<file path="src/rtl/cnn_argmax_classifier_pkg.sv">
// ---------------------------------------------------------------------------
// cnn_pkg
// Shared definitions for the CNN output stage.
//   CNN_DATA_WIDTH  : default score width (signed two's complement)
//   CNN_NUM_CLASSES : default number of scores per vector
//   CNN_SCORE_MIN   : most negative score at the default width; used as the
//                     starting value of the second-best tracker
//   argmax_state_t  : controller states of the argmax classifier
// ---------------------------------------------------------------------------
package cnn_pkg;

    localparam int CNN_DATA_WIDTH  = 32;
    localparam int CNN_NUM_CLASSES = 10;

    localparam logic [CNN_DATA_WIDTH-1:0] CNN_SCORE_MIN =
        {1'b1, {(CNN_DATA_WIDTH-1){1'b0}}};

    typedef enum logic [1:0] {
        IDLE = 2'd0,
        SCAN = 2'd1,
        HOLD = 2'd2
    } argmax_state_t;

endpackage

</file>
<file path="src/rtl/argmax_update.sv">
// ---------------------------------------------------------------------------
// argmax_update
// One step of the running best / second-best search. Purely combinational.
// A score only displaces the current best when it is strictly greater, so an
// earlier index keeps the win on ties and the equal later score drops into
// the second-best slot instead.
//
// Ports:
//   i_s       : candidate score (signed)
//   i_best    : current best score (signed)
//   i_second  : current second-best score (signed)
//   i_idx     : index of the current best
//   i_cnt     : index of the candidate
//   o_best    : updated best score
//   o_second  : updated second-best score
//   o_idx     : updated best index
// ---------------------------------------------------------------------------
module argmax_update
    import cnn_pkg::*;
#(
    parameter int data_width = CNN_DATA_WIDTH,
    parameter int idx_width  = $clog2(CNN_NUM_CLASSES)
) (
    input  logic [data_width-1:0] i_s,
    input  logic [data_width-1:0] i_best,
    input  logic [data_width-1:0] i_second,
    input  logic [idx_width-1:0]  i_idx,
    input  logic [idx_width-1:0]  i_cnt,
    output logic [data_width-1:0] o_best,
    output logic [data_width-1:0] o_second,
    output logic [idx_width-1:0]  o_idx
);

    logic w_gt_best;
    logic w_gt_second;

    assign w_gt_best   = $signed(i_s) > $signed(i_best);
    assign w_gt_second = $signed(i_s) > $signed(i_second);

    always_comb begin
        o_best   = i_best;
        o_second = i_second;
        o_idx    = i_idx;
        if (w_gt_best) begin
            // The old best is by construction >= old second, so it becomes
            // the new second.
            o_second = i_best;
            o_best   = i_s;
            o_idx    = i_cnt;
        end else if (w_gt_second) begin
            o_second = i_s;
        end
    end

endmodule

</file>
<file path="src/rtl/cnn_argmax_classifier.sv">
// ---------------------------------------------------------------------------
// cnn_argmax_classifier
// Output stage of the CNN. Accepts a vector of num_classes signed scores,
// scans it one score per clock and returns the winning class, the maximum
// score and the margin to the second-best score. The result is held until
// the consumer takes it.
//
// Handshakes: a transfer happens on a rising edge where valid and ready are
// both high. The producer must hold valid and data until that edge; ready
// carries no obligation and may depend on state only (never on valid).
//
// Ports:
//   clk        : clock, rising edge
//   rstb       : asynchronous active-low reset
//   in_valid   : score vector present on scores
//   in_ready   : block can accept a vector (high only in IDLE)
//   scores     : flattened scores, class i at [i*data_width +: data_width]
//   out_valid  : result valid (high only in HOLD)
//   out_ready  : consumer accepts the result
//   class_idx  : index of the maximum score (lowest index on ties)
//   max_score  : maximum score, signed
//   margin     : max_score - second_score, unsigned, data_width+1 bits
//   dbg_state  : current controller state (argmax_state_t encoding)
// ---------------------------------------------------------------------------
module cnn_argmax_classifier
    import cnn_pkg::*;
#(
    parameter int num_classes = CNN_NUM_CLASSES,
    parameter int data_width  = CNN_DATA_WIDTH,
    parameter int idx_width   = $clog2(num_classes)
) (
    input  logic                              clk,
    input  logic                              rstb,
    input  logic                              in_valid,
    output logic                              in_ready,
    input  logic [data_width*num_classes-1:0] scores,
    output logic                              out_valid,
    input  logic                              out_ready,
    output logic [idx_width-1:0]              class_idx,
    output logic [data_width-1:0]             max_score,
    output logic [data_width:0]               margin,
    output logic [1:0]                        dbg_state
);

    localparam logic [idx_width-1:0]  LAST_IDX  = idx_width'(num_classes - 1);
    localparam logic [data_width-1:0] SCORE_MIN = {1'b1, {(data_width-1){1'b0}}};

    // -----------------------------------------------------------------------
    // State and datapath registers
    // -----------------------------------------------------------------------
    argmax_state_t         r_state;
    argmax_state_t         w_next_state;

    logic [data_width-1:0] r_scores [num_classes];
    logic [idx_width-1:0]  r_cnt;
    logic [data_width-1:0] r_best;
    logic [data_width-1:0] r_second;
    logic [idx_width-1:0]  r_idx;

    logic [idx_width-1:0]  r_class_idx;
    logic [data_width-1:0] r_max_score;
    logic [data_width:0]   r_margin;

    logic                  w_accept;
    logic                  w_release;
    logic                  w_last;
    logic [data_width-1:0] w_s;
    logic [data_width-1:0] w_upd_best;
    logic [data_width-1:0] w_upd_second;
    logic [idx_width-1:0]  w_upd_idx;
    logic [data_width:0]   w_best_ext;
    logic [data_width:0]   w_second_ext;
    logic [data_width:0]   w_margin;

    assign w_accept  = in_valid  && (r_state == IDLE);
    assign w_release = out_ready && (r_state == HOLD);
    assign w_last    = (r_cnt == LAST_IDX);
    assign w_s       = r_scores[r_cnt];

    // -----------------------------------------------------------------------
    // Compare / update step
    // -----------------------------------------------------------------------
    argmax_update #(
        .data_width (data_width),
        .idx_width  (idx_width)
    ) u_update (
        .i_s      (w_s),
        .i_best   (r_best),
        .i_second (r_second),
        .i_idx    (r_idx),
        .i_cnt    (r_cnt),
        .o_best   (w_upd_best),
        .o_second (w_upd_second),
        .o_idx    (w_upd_idx)
    );

    // Sign-extend both operands by one bit so the difference of any two
    // signed scores is representable and always non-negative here.
    assign w_best_ext   = {w_upd_best[data_width-1], w_upd_best};
    assign w_second_ext = {w_upd_second[data_width-1], w_upd_second};
    assign w_margin     = w_best_ext - w_second_ext;

    // -----------------------------------------------------------------------
    // FSM: state register
    // -----------------------------------------------------------------------
    always_ff @(posedge clk or negedge rstb) begin
        if (!rstb) begin
            r_state <= IDLE;
        end else begin
            r_state <= w_next_state;
        end
    end

    // -----------------------------------------------------------------------
    // FSM: next-state logic
    // -----------------------------------------------------------------------
    always_comb begin
        w_next_state = r_state;
        unique case (r_state)
            IDLE: begin
                if (w_accept) begin
                    w_next_state = SCAN;
                end
            end
            SCAN: begin
                if (w_last) begin
                    w_next_state = HOLD;
                end
            end
            HOLD: begin
                if (w_release) begin
                    w_next_state = IDLE;
                end
            end
            default: begin
                w_next_state = IDLE;
            end
        endcase
    end

    // -----------------------------------------------------------------------
    // FSM: outputs (decoded from the state register only)
    // -----------------------------------------------------------------------
    always_comb begin
        in_ready  = 1'b0;
        out_valid = 1'b0;
        unique case (r_state)
            IDLE:    in_ready  = 1'b1;
            SCAN:    in_ready  = 1'b0;
            HOLD:    out_valid = 1'b1;
            default: in_ready  = 1'b0;
        endcase
    end

    assign dbg_state = r_state;

    // -----------------------------------------------------------------------
    // Capture bank: loaded only on the accept edge
    // -----------------------------------------------------------------------
    always_ff @(posedge clk or negedge rstb) begin
        if (!rstb) begin
            for (int i = 0; i < num_classes; i++) begin
                r_scores[i] <= '0;
            end
        end else if (w_accept) begin
            for (int i = 0; i < num_classes; i++) begin
                r_scores[i] <= scores[i*data_width +: data_width];
            end
        end
    end

    // -----------------------------------------------------------------------
    // Scan counter and running best / second / index
    // -----------------------------------------------------------------------
    always_ff @(posedge clk or negedge rstb) begin
        if (!rstb) begin
            r_cnt    <= '0;
            r_best   <= '0;
            r_second <= '0;
            r_idx    <= '0;
        end else if (w_accept) begin
            // Score 0 seeds the best directly, so the scan starts at index 1.
            r_cnt    <= idx_width'(1);
            r_best   <= scores[data_width-1:0];
            r_second <= SCORE_MIN;
            r_idx    <= '0;
        end else if (r_state == SCAN) begin
            r_cnt    <= w_last ? '0 : r_cnt + idx_width'(1);
            r_best   <= w_upd_best;
            r_second <= w_upd_second;
            r_idx    <= w_upd_idx;
        end
    end

    // -----------------------------------------------------------------------
    // Result registers: loaded from the final update step so they are already
    // stable in the first HOLD cycle and stay untouched until the next scan.
    // -----------------------------------------------------------------------
    always_ff @(posedge clk or negedge rstb) begin
        if (!rstb) begin
            r_class_idx <= '0;
            r_max_score <= '0;
            r_margin    <= '0;
        end else if ((r_state == SCAN) && w_last) begin
            r_class_idx <= w_upd_idx;
            r_max_score <= w_upd_best;
            r_margin    <= w_margin;
        end
    end

    assign class_idx = r_class_idx;
    assign max_score = r_max_score;
    assign margin    = r_margin;

endmodule

</file>
<file path="config.mk">
export PLATFORM = sky130hd
export DESIGN_NAME = cnn_argmax_classifier
export DESIGN_NICKNAME = d
export VERILOG_FILES = /design/src/rtl/cnn_argmax_classifier_pkg.sv /design/src/rtl/argmax_update.sv /design/src/rtl/cnn_argmax_classifier.sv
export SDC_FILE = /design/constraint.sdc
export NUM_CORES = 1
export LEC_CHECK = 0
export BUFFER_PORTS_ARGS = -buffer_cell sky130_fd_sc_hd__buf_2
export CAP_MARGIN = 20
export CORE_MARGIN = 2
export CORE_UTILIZATION = 45
export DETAILED_ROUTE_END_ITERATION = 6
export PLACE_DENSITY = 0.68
export SLEW_MARGIN = 15
export SYNTH_ARGS = -nofsm -noshare
export SYNTH_HDL_FRONTEND = slang
export SYNTH_SLANG_ARGS = --single-unit
export TNS_END_PERCENT = 20
</file>
<file path="constraint.sdc">
create_clock -name clk -period 8.4 [get_ports clk]
set_input_delay 0.42 -clock clk [delete_from_list [all_inputs] [get_ports clk]]
set_output_delay 0.42 -clock clk [all_outputs]
set_load 0.05 [all_outputs]
</file>
==> results of run 1 <==
==> sequential cells by signal, summed over array words and instances (netlist names) <==
register,flops
class_idx,4
dbg_state,2
margin,33
max_score,32
r_best,32
r_cnt,4
r_idx,4
r_scores,320
r_second,32
==> worst max-delay path, delay by kind of cell (launching register included) <==
family | cells | cell delay [ns]
AOI/OAI and AO/OA | 13 | 3.50
and+or+nand+nor | 8 | 1.30
buffers and inverters | 3 | 0.86
adders and majority gates | 2 | 0.69
DFF | 1 | 0.67
muxes | 2 | 0.64
xor gates and xnor gates | 1 | 0.09
==> per-layer routing <==
layer  global-route usage  vias up
met4               0.0898        2
met5                    0        -
met3               0.0530      152
li1                     -    10123
met2                0.427      991
met1                0.432    10771
==> repair_timing <==
item | CTS | global route
endpoints found under the hold margin | 166 | 0
endpoints found under the setup margin | 0 | 10
buffers inserted | 0 | 1
hold buffers | 61 | 0
==> cell families after synthesis <==
kind of cell	share of synthesized area
compound gates	0.127
xor+xnor	0.0142
fa+ha+maj	0.0494
buf+inv	0.0449
flops	0.472
mux	0.0796
simple gates	0.213
==> final timing paths <==
path	start	to	slack, ns	cells past startpoint
max in group asynchronous	rstb	r_scores[141]	5.73	4
min in group asynchronous	rstb	margin[22]	0.46	2
worst max-delay path	r_cnt[0]	margin[19]	0.48	29
worst max register to register	r_cnt[0]	margin[19]	0.48	29
worst min register to register	max_score[10]	max_score[10]	0.46	2
worst min-delay path	scores[112]	r_scores[208]	0.02	3
==> cells in the mapped netlist, types with 4 or more instances <==
master and number:
buf_1 17, nor2_1 93, mux2_2 32, nand3b_1 4, a21oi_1 123, o21ai_1 8
o2bb2ai_1 28, nand2b_1 7, a22o_1 5, nand4_1 23, clkbuf_1 141, a222oi_1 8
buf_6 4, inv_1 103, and2_1 5, xor2_1 8, nor2b_1 10, o22ai_1 26
nor3_1 10, a2111oi_0 5, a22oi_1 33, o221ai_1 23, dfrtp_1 463, mux4_2 63
nand3_1 33, xnor2_1 28, ha_1 88, o21a_1 4, a31oi_1 11, maj3_1 9
a21o_1 15, o31ai_1 9, o21ai_0 98, or2_2 4, nand2_1 1092, buf_2 7
a211o_1 5, a211oi_1 25, mux2i_1 15, o211ai_1 7
==> per-stage QoR <==
| stage | hold slack, ns | cells | utilization | area [sq um] | setup slack (ns) |
|---|---|---|---|---|---|
| final | 0.0196 | 3882 | 0.547 | 29500 | 0.476 |
| after global placement | 0.454 | 3725 | 0.503 | 27000 | 0.791 |
| after CTS | 0.000430 | 3878 | 0.546 | 29400 | 0.440 |
| after detailed placement | 0.456 | 3725 | 0.503 | 27000 | 0.519 |
| after floorplan | 0.124 | 2766 | - | 24500 | 0.0366 |
| after global routing | 0.00205 | 3882 | 0.547 | 29500 | 0.0590 |
==> layout make-up <==
type	count	area share
clock buffers	76	0.0512
flip-flops and latches	463	0.394
repair buffers	500	0.102
multi-input cells	2023	0.403
inverters	108	0.0138
well taps	696	0.0296
clock inverters	16	0.00709
==> run metrics, run 1 <==
Worst EP arrival 8.39 ns; PortBufs 396; Post-synth ARST share 1.00; Setup TNS Final 0 ns; Crit path required time 8.87 ns; via-per-instance ratio 5.68; top layer in use met5; GR Overflow Total 0; max_cap viols 0; CP peak stage delay 0.67 ns; Slew @ Worst Pin 1.01 ns; Final ANT Viol Nets 0; critical path class flip-flop to flip-flop; clk root buf clkbuf_16; final net count 3559; largest cells by area after synthesis dfrtp_1, nand2_1, mux4_2, ha_1, a21oi_1; CTS tree yes; DR vias 22039; largest net degree at the start of global routing between 150 and 200; Clock Sinks ~460; Skew-Pair Late Insertion Delay ~0.60 ns; core area roughly 0.054 sq mm; Seq cells post-synth 463; Final Hold Fails 0; area leader, netlist dfrtp_1; mapped cell area between 0.02 and 0.025 sq mm; period utilization 0.943; Seq/Total Area, Yosys 0.472; Post-Syn Area per Cell slightly below 9 sq um; Synth Instances 2766; WL met3 about 6.5 mm; Die ar. 0.0564 sq mm; Initial DRC Count 2135; fin crit period 7.92 ns; worst min-delay path category input port to flip-flop; most used cell, CP a21oi_1; Die Wd 237 microns; number of synthesized flops with an enable pin 0; Unique masters post-synth 86; Setup Skew 0.0215 ns; Met1 Wirelength between 30 and 40 mm; # fillers about 5000; unrepaired setup endpoints after global routing false; crit path max fanout 21; H-tree depth 2; Clock Path Buffers 3; Max-slew headroom 0.328; FP Rows 85; Die Span Y 237 microns; Met2 Wirelength ~36 mm; final setup fails 0; most frequent cells in the layout nand2_1, dfrtp_1, buf_2; Initial Util 0.456; Post-CTS Resized 0; Multi-input gate area ~0.012 sq mm; ys flop type dfrtp_1; syn_nets 3179; vias in the first global route around 22000; most common cell after layout, fill and taps aside nand2_1; WL/cell 21.1 microns; Diodes inserted 0; CTS Buf Count 50; hpwl dp 60.3 mm; I/O pin count between 300 and 400; layout overhead on the synthesized area 20.1%; Max Fclk 126 MHz; share of layout cells above drive strength 1 0.204; Critical Path Slowest Stage Cell dfrtp_4; status completed; Worst Setup End Kind flip-flop; initial antenna violation count 1; drt drc 0; Ys Warns 0; post-synth top area share 0.472; final slew viol count 0; routed wire length 81.9 mm; Reg area approximately 0.012 sq mm; Final GP Congestion between 0.9 and 1; gr usage total 0.289; Clk pin slew, worst setup/hold paths 0.06 ns; Detailed Routing Iterations Pass 1 6; first-pass GRT wire length 126 mm; CP Launch Type flip-flop
Power of run 1 is left out: the tool's default activity adds up to more than one toggle a clock period on the data nets, which glitch-free logic cannot reach.
==> run 2, diff against run 1 <==
--- a/config.mk
+++ b/config.mk
@@ -8,9 +8,10 @@
 export BUFFER_PORTS_ARGS = -buffer_cell sky130_fd_sc_hd__buf_2
 export CAP_MARGIN = 20
 export CORE_MARGIN = 2
-export CORE_UTILIZATION = 45
+export CORE_UTILIZATION = 46
 export DETAILED_ROUTE_END_ITERATION = 6
-export PLACE_DENSITY = 0.68
+export PLACE_DENSITY = 0.7
+export REMOVE_ABC_BUFFERS = 1
 export SLEW_MARGIN = 15
 export SYNTH_ARGS = -nofsm -noshare
 export SYNTH_HDL_FRONTEND = slang
==> run 2 against run 1 <==
Net effect:
- global-route usage shrank 1.2 points
- routed wire length shrank 6.1%
- utilization is 1.7 points higher
- via count is 1.9% lower
- critical path type unchanged
- largest cell class unchanged
- design area is 0.96% higher
- flip-flop and latch count stayed put
- non-clock buffer count increased by 34
- die area decreased by 2.1%
==> run metrics, run 2 (synthesis gave the netlist of run 1 again) <==
initial antenna violation count 1 (unchanged); first-pass GRT wire length 121 mm (was 126 mm); Clock Sinks 463 (unchanged); CP Launch Type flip-flop (unchanged); Final ANT Viol Nets 0 (unchanged); Critical Path Slowest Stage Cell dfrtp_4 (unchanged); Die Wd 235 microns (was 237 microns); share of layout cells above drive strength 1 0.207 (was 0.204); Die ar. 0.0552 sq mm (was 0.0564 sq mm); Clock Path Buffers 3 (unchanged); Max-slew headroom 0.303 (was 0.328); Initial DRC Count 1663 (was 2135); worst min-delay path category input port to flip-flop (unchanged); WL/cell 19.7 microns (was 21.1 microns); final setup fails 0 (unchanged); Max Fclk 126 MHz (about the same); Initial Util 0.466 (was 0.456); most used cell, CP a21oi_1 (unchanged); final slew viol count 0 (unchanged); clk root buf clkbuf_16 (unchanged); critical path class flip-flop to flip-flop (unchanged); core area 0.0527 sq mm (was 0.0538 sq mm); CP peak stage delay 0.75 ns (was 0.67 ns); DR vias 21623 (was 22039); largest net degree at the start of global routing 186 (was 155); final net count 3595 (was 3559); max_cap viols 0 (unchanged); setup slack after layout 0.477 ns (was 0.476 ns); CTS tree yes (unchanged); WL met3 5.27 mm (was 6.47 mm); Clk pin slew, worst setup/hold paths 0.06 ns (about the same); Crit path required time 8.85 ns (was 8.87 ns); period utilization 0.943 (about the same); Reg-to-Reg End margin[21] (was margin[19]); RR Startpoint r_cnt[1] (was r_cnt[0]); I/O pin count 397 (unchanged); register name with the most flops r_scores (unchanged); layout overhead on the synthesized area 21.3% (was 20.1%); pre-CTS setup slack 0.499 ns (was 0.519 ns); routed wire length 76.9 mm (was 81.9 mm); Worst Setup End Kind flip-flop (unchanged); hpwl dp 53.8 mm (was 60.3 mm); Die Span Y 235 microns (was 237 microns); fin crit period 7.92 ns (about the same); gr usage total 0.276 (was 0.289); Hold EP r_scores[167] (was r_scores[208]); drt drc 0 (unchanged); status completed (unchanged); top layer in use met4 (was met5); Skew-Pair Late Insertion Delay 0.60 ns (about the same); vias in the first global route 21737 (was 21502); Detailed Routing Iterations Pass 1 6 (unchanged); worst reg2reg path depth 27 (was 29); most frequent cells in the layout nand2_1, dfrtp_1, buf_2 (unchanged); Worst EP arrival 8.37 ns (was 8.39 ns); crit path max fanout 28 (was 21); max FFs per register 320 (unchanged); Slew @ Worst Pin 1.02 ns (was 1.01 ns); hold path depth 3 (unchanged); reg2reg setup slack 0.48 ns (about the same); unrepaired setup endpoints after global routing false (unchanged); Setup Skew 0.0237 ns (was 0.0215 ns); most common cell after layout, fill and taps aside nand2_1 (unchanged); GR Overflow Total 0 (unchanged); via-per-instance ratio 5.53 (was 5.68); Worst Hold Launch scores[135] (was scores[112]); FP Rows 84 (was 85); Final Hold Fails 0 (unchanged); PortBufs 396 (unchanged); Met2 Wirelength 35.1 mm (was 35.7 mm); H-tree depth 2 (unchanged); Final GP Congestion 0.916 (was 0.974); Met1 Wirelength 34.5 mm (was 37.1 mm); CTS Buf Count 52 (was 50)
run 2: cell count changes in the layout (fill, tap and decap cells not counted), sizes merged:
cell,delta
clkinvlp,+1
dlygate4sd3,+22
buf,+12
bufinv,-3
inv,+3
diode,+2
run 2: what timing repair did:
action,CTS,global route
resized for setup,0,1
hold endpoints to repair,177,0
setup endpoints to repair,0,5
hold buffers,83,0
buffers inserted,0,8
run 2: per-layer routing:
layer | global-route usage | up-vias
met1 | 0.391 | 10549
li1 | - | 10190
met3 | 0.0522 | 119
met5 | 0 | -
met2 | 0.434 | 765
met4 | 0.0842 | 0
run 2: cell type report:
cell class / instances / area (sq um)
timing repair buffer: 534 / 3310
fill: 4664 / 22900
sequential: 463 / 11600
tap: 688 / 861
antenna: 2 / 5.00
clock inverter: 17 / 138
inverter: 108 / 405
multi-input combinational: 2023 / 11900
clock buffer: 76 / 1540
run 2: worst max path at each step:
stage,to,start,slack (ns)
6_report,margin[21],r_cnt[1],0.48
5_1_grt,margin[24],r_cnt[1],0.04
3_3_place_gp,margin[24],r_cnt[0],0.69
2_1_floorplan,margin[21],r_cnt[0],-3.74
4_1_cts,margin[24],r_cnt[0],0.48
3_5_place_dp,margin[24],r_cnt[0],0.50
run 2: through the flow:
step	instances	util	instance area, sq um	hold slack, ns	TNS [ns]
floorplan	2594	-	23800	0.124	-210.00
global placement	3724	0.515	27100	0.452	0
detailed placement	3725	0.516	27100	0.459	0
CTS	3901	0.563	29700	0.000714	0
global route	3910	0.565	29700	0.0177	0
finish	3911	0.565	29700	0.0257	0
run 2: critical path: cells and delay by family (launching register included):
family,cells,cell delay [ns]
AO/OA/AOI/OAI,16,4.14
AND/OR/NAND/NOR,6,1.22
flip-flops,1,0.75
adder cells (fa/ha/maj),2,0.67
buffers and inverters,1,0.44
multiplexers,1,0.36
XOR/XNOR,1,0.16
Power of run 2 is left out for the same reason.
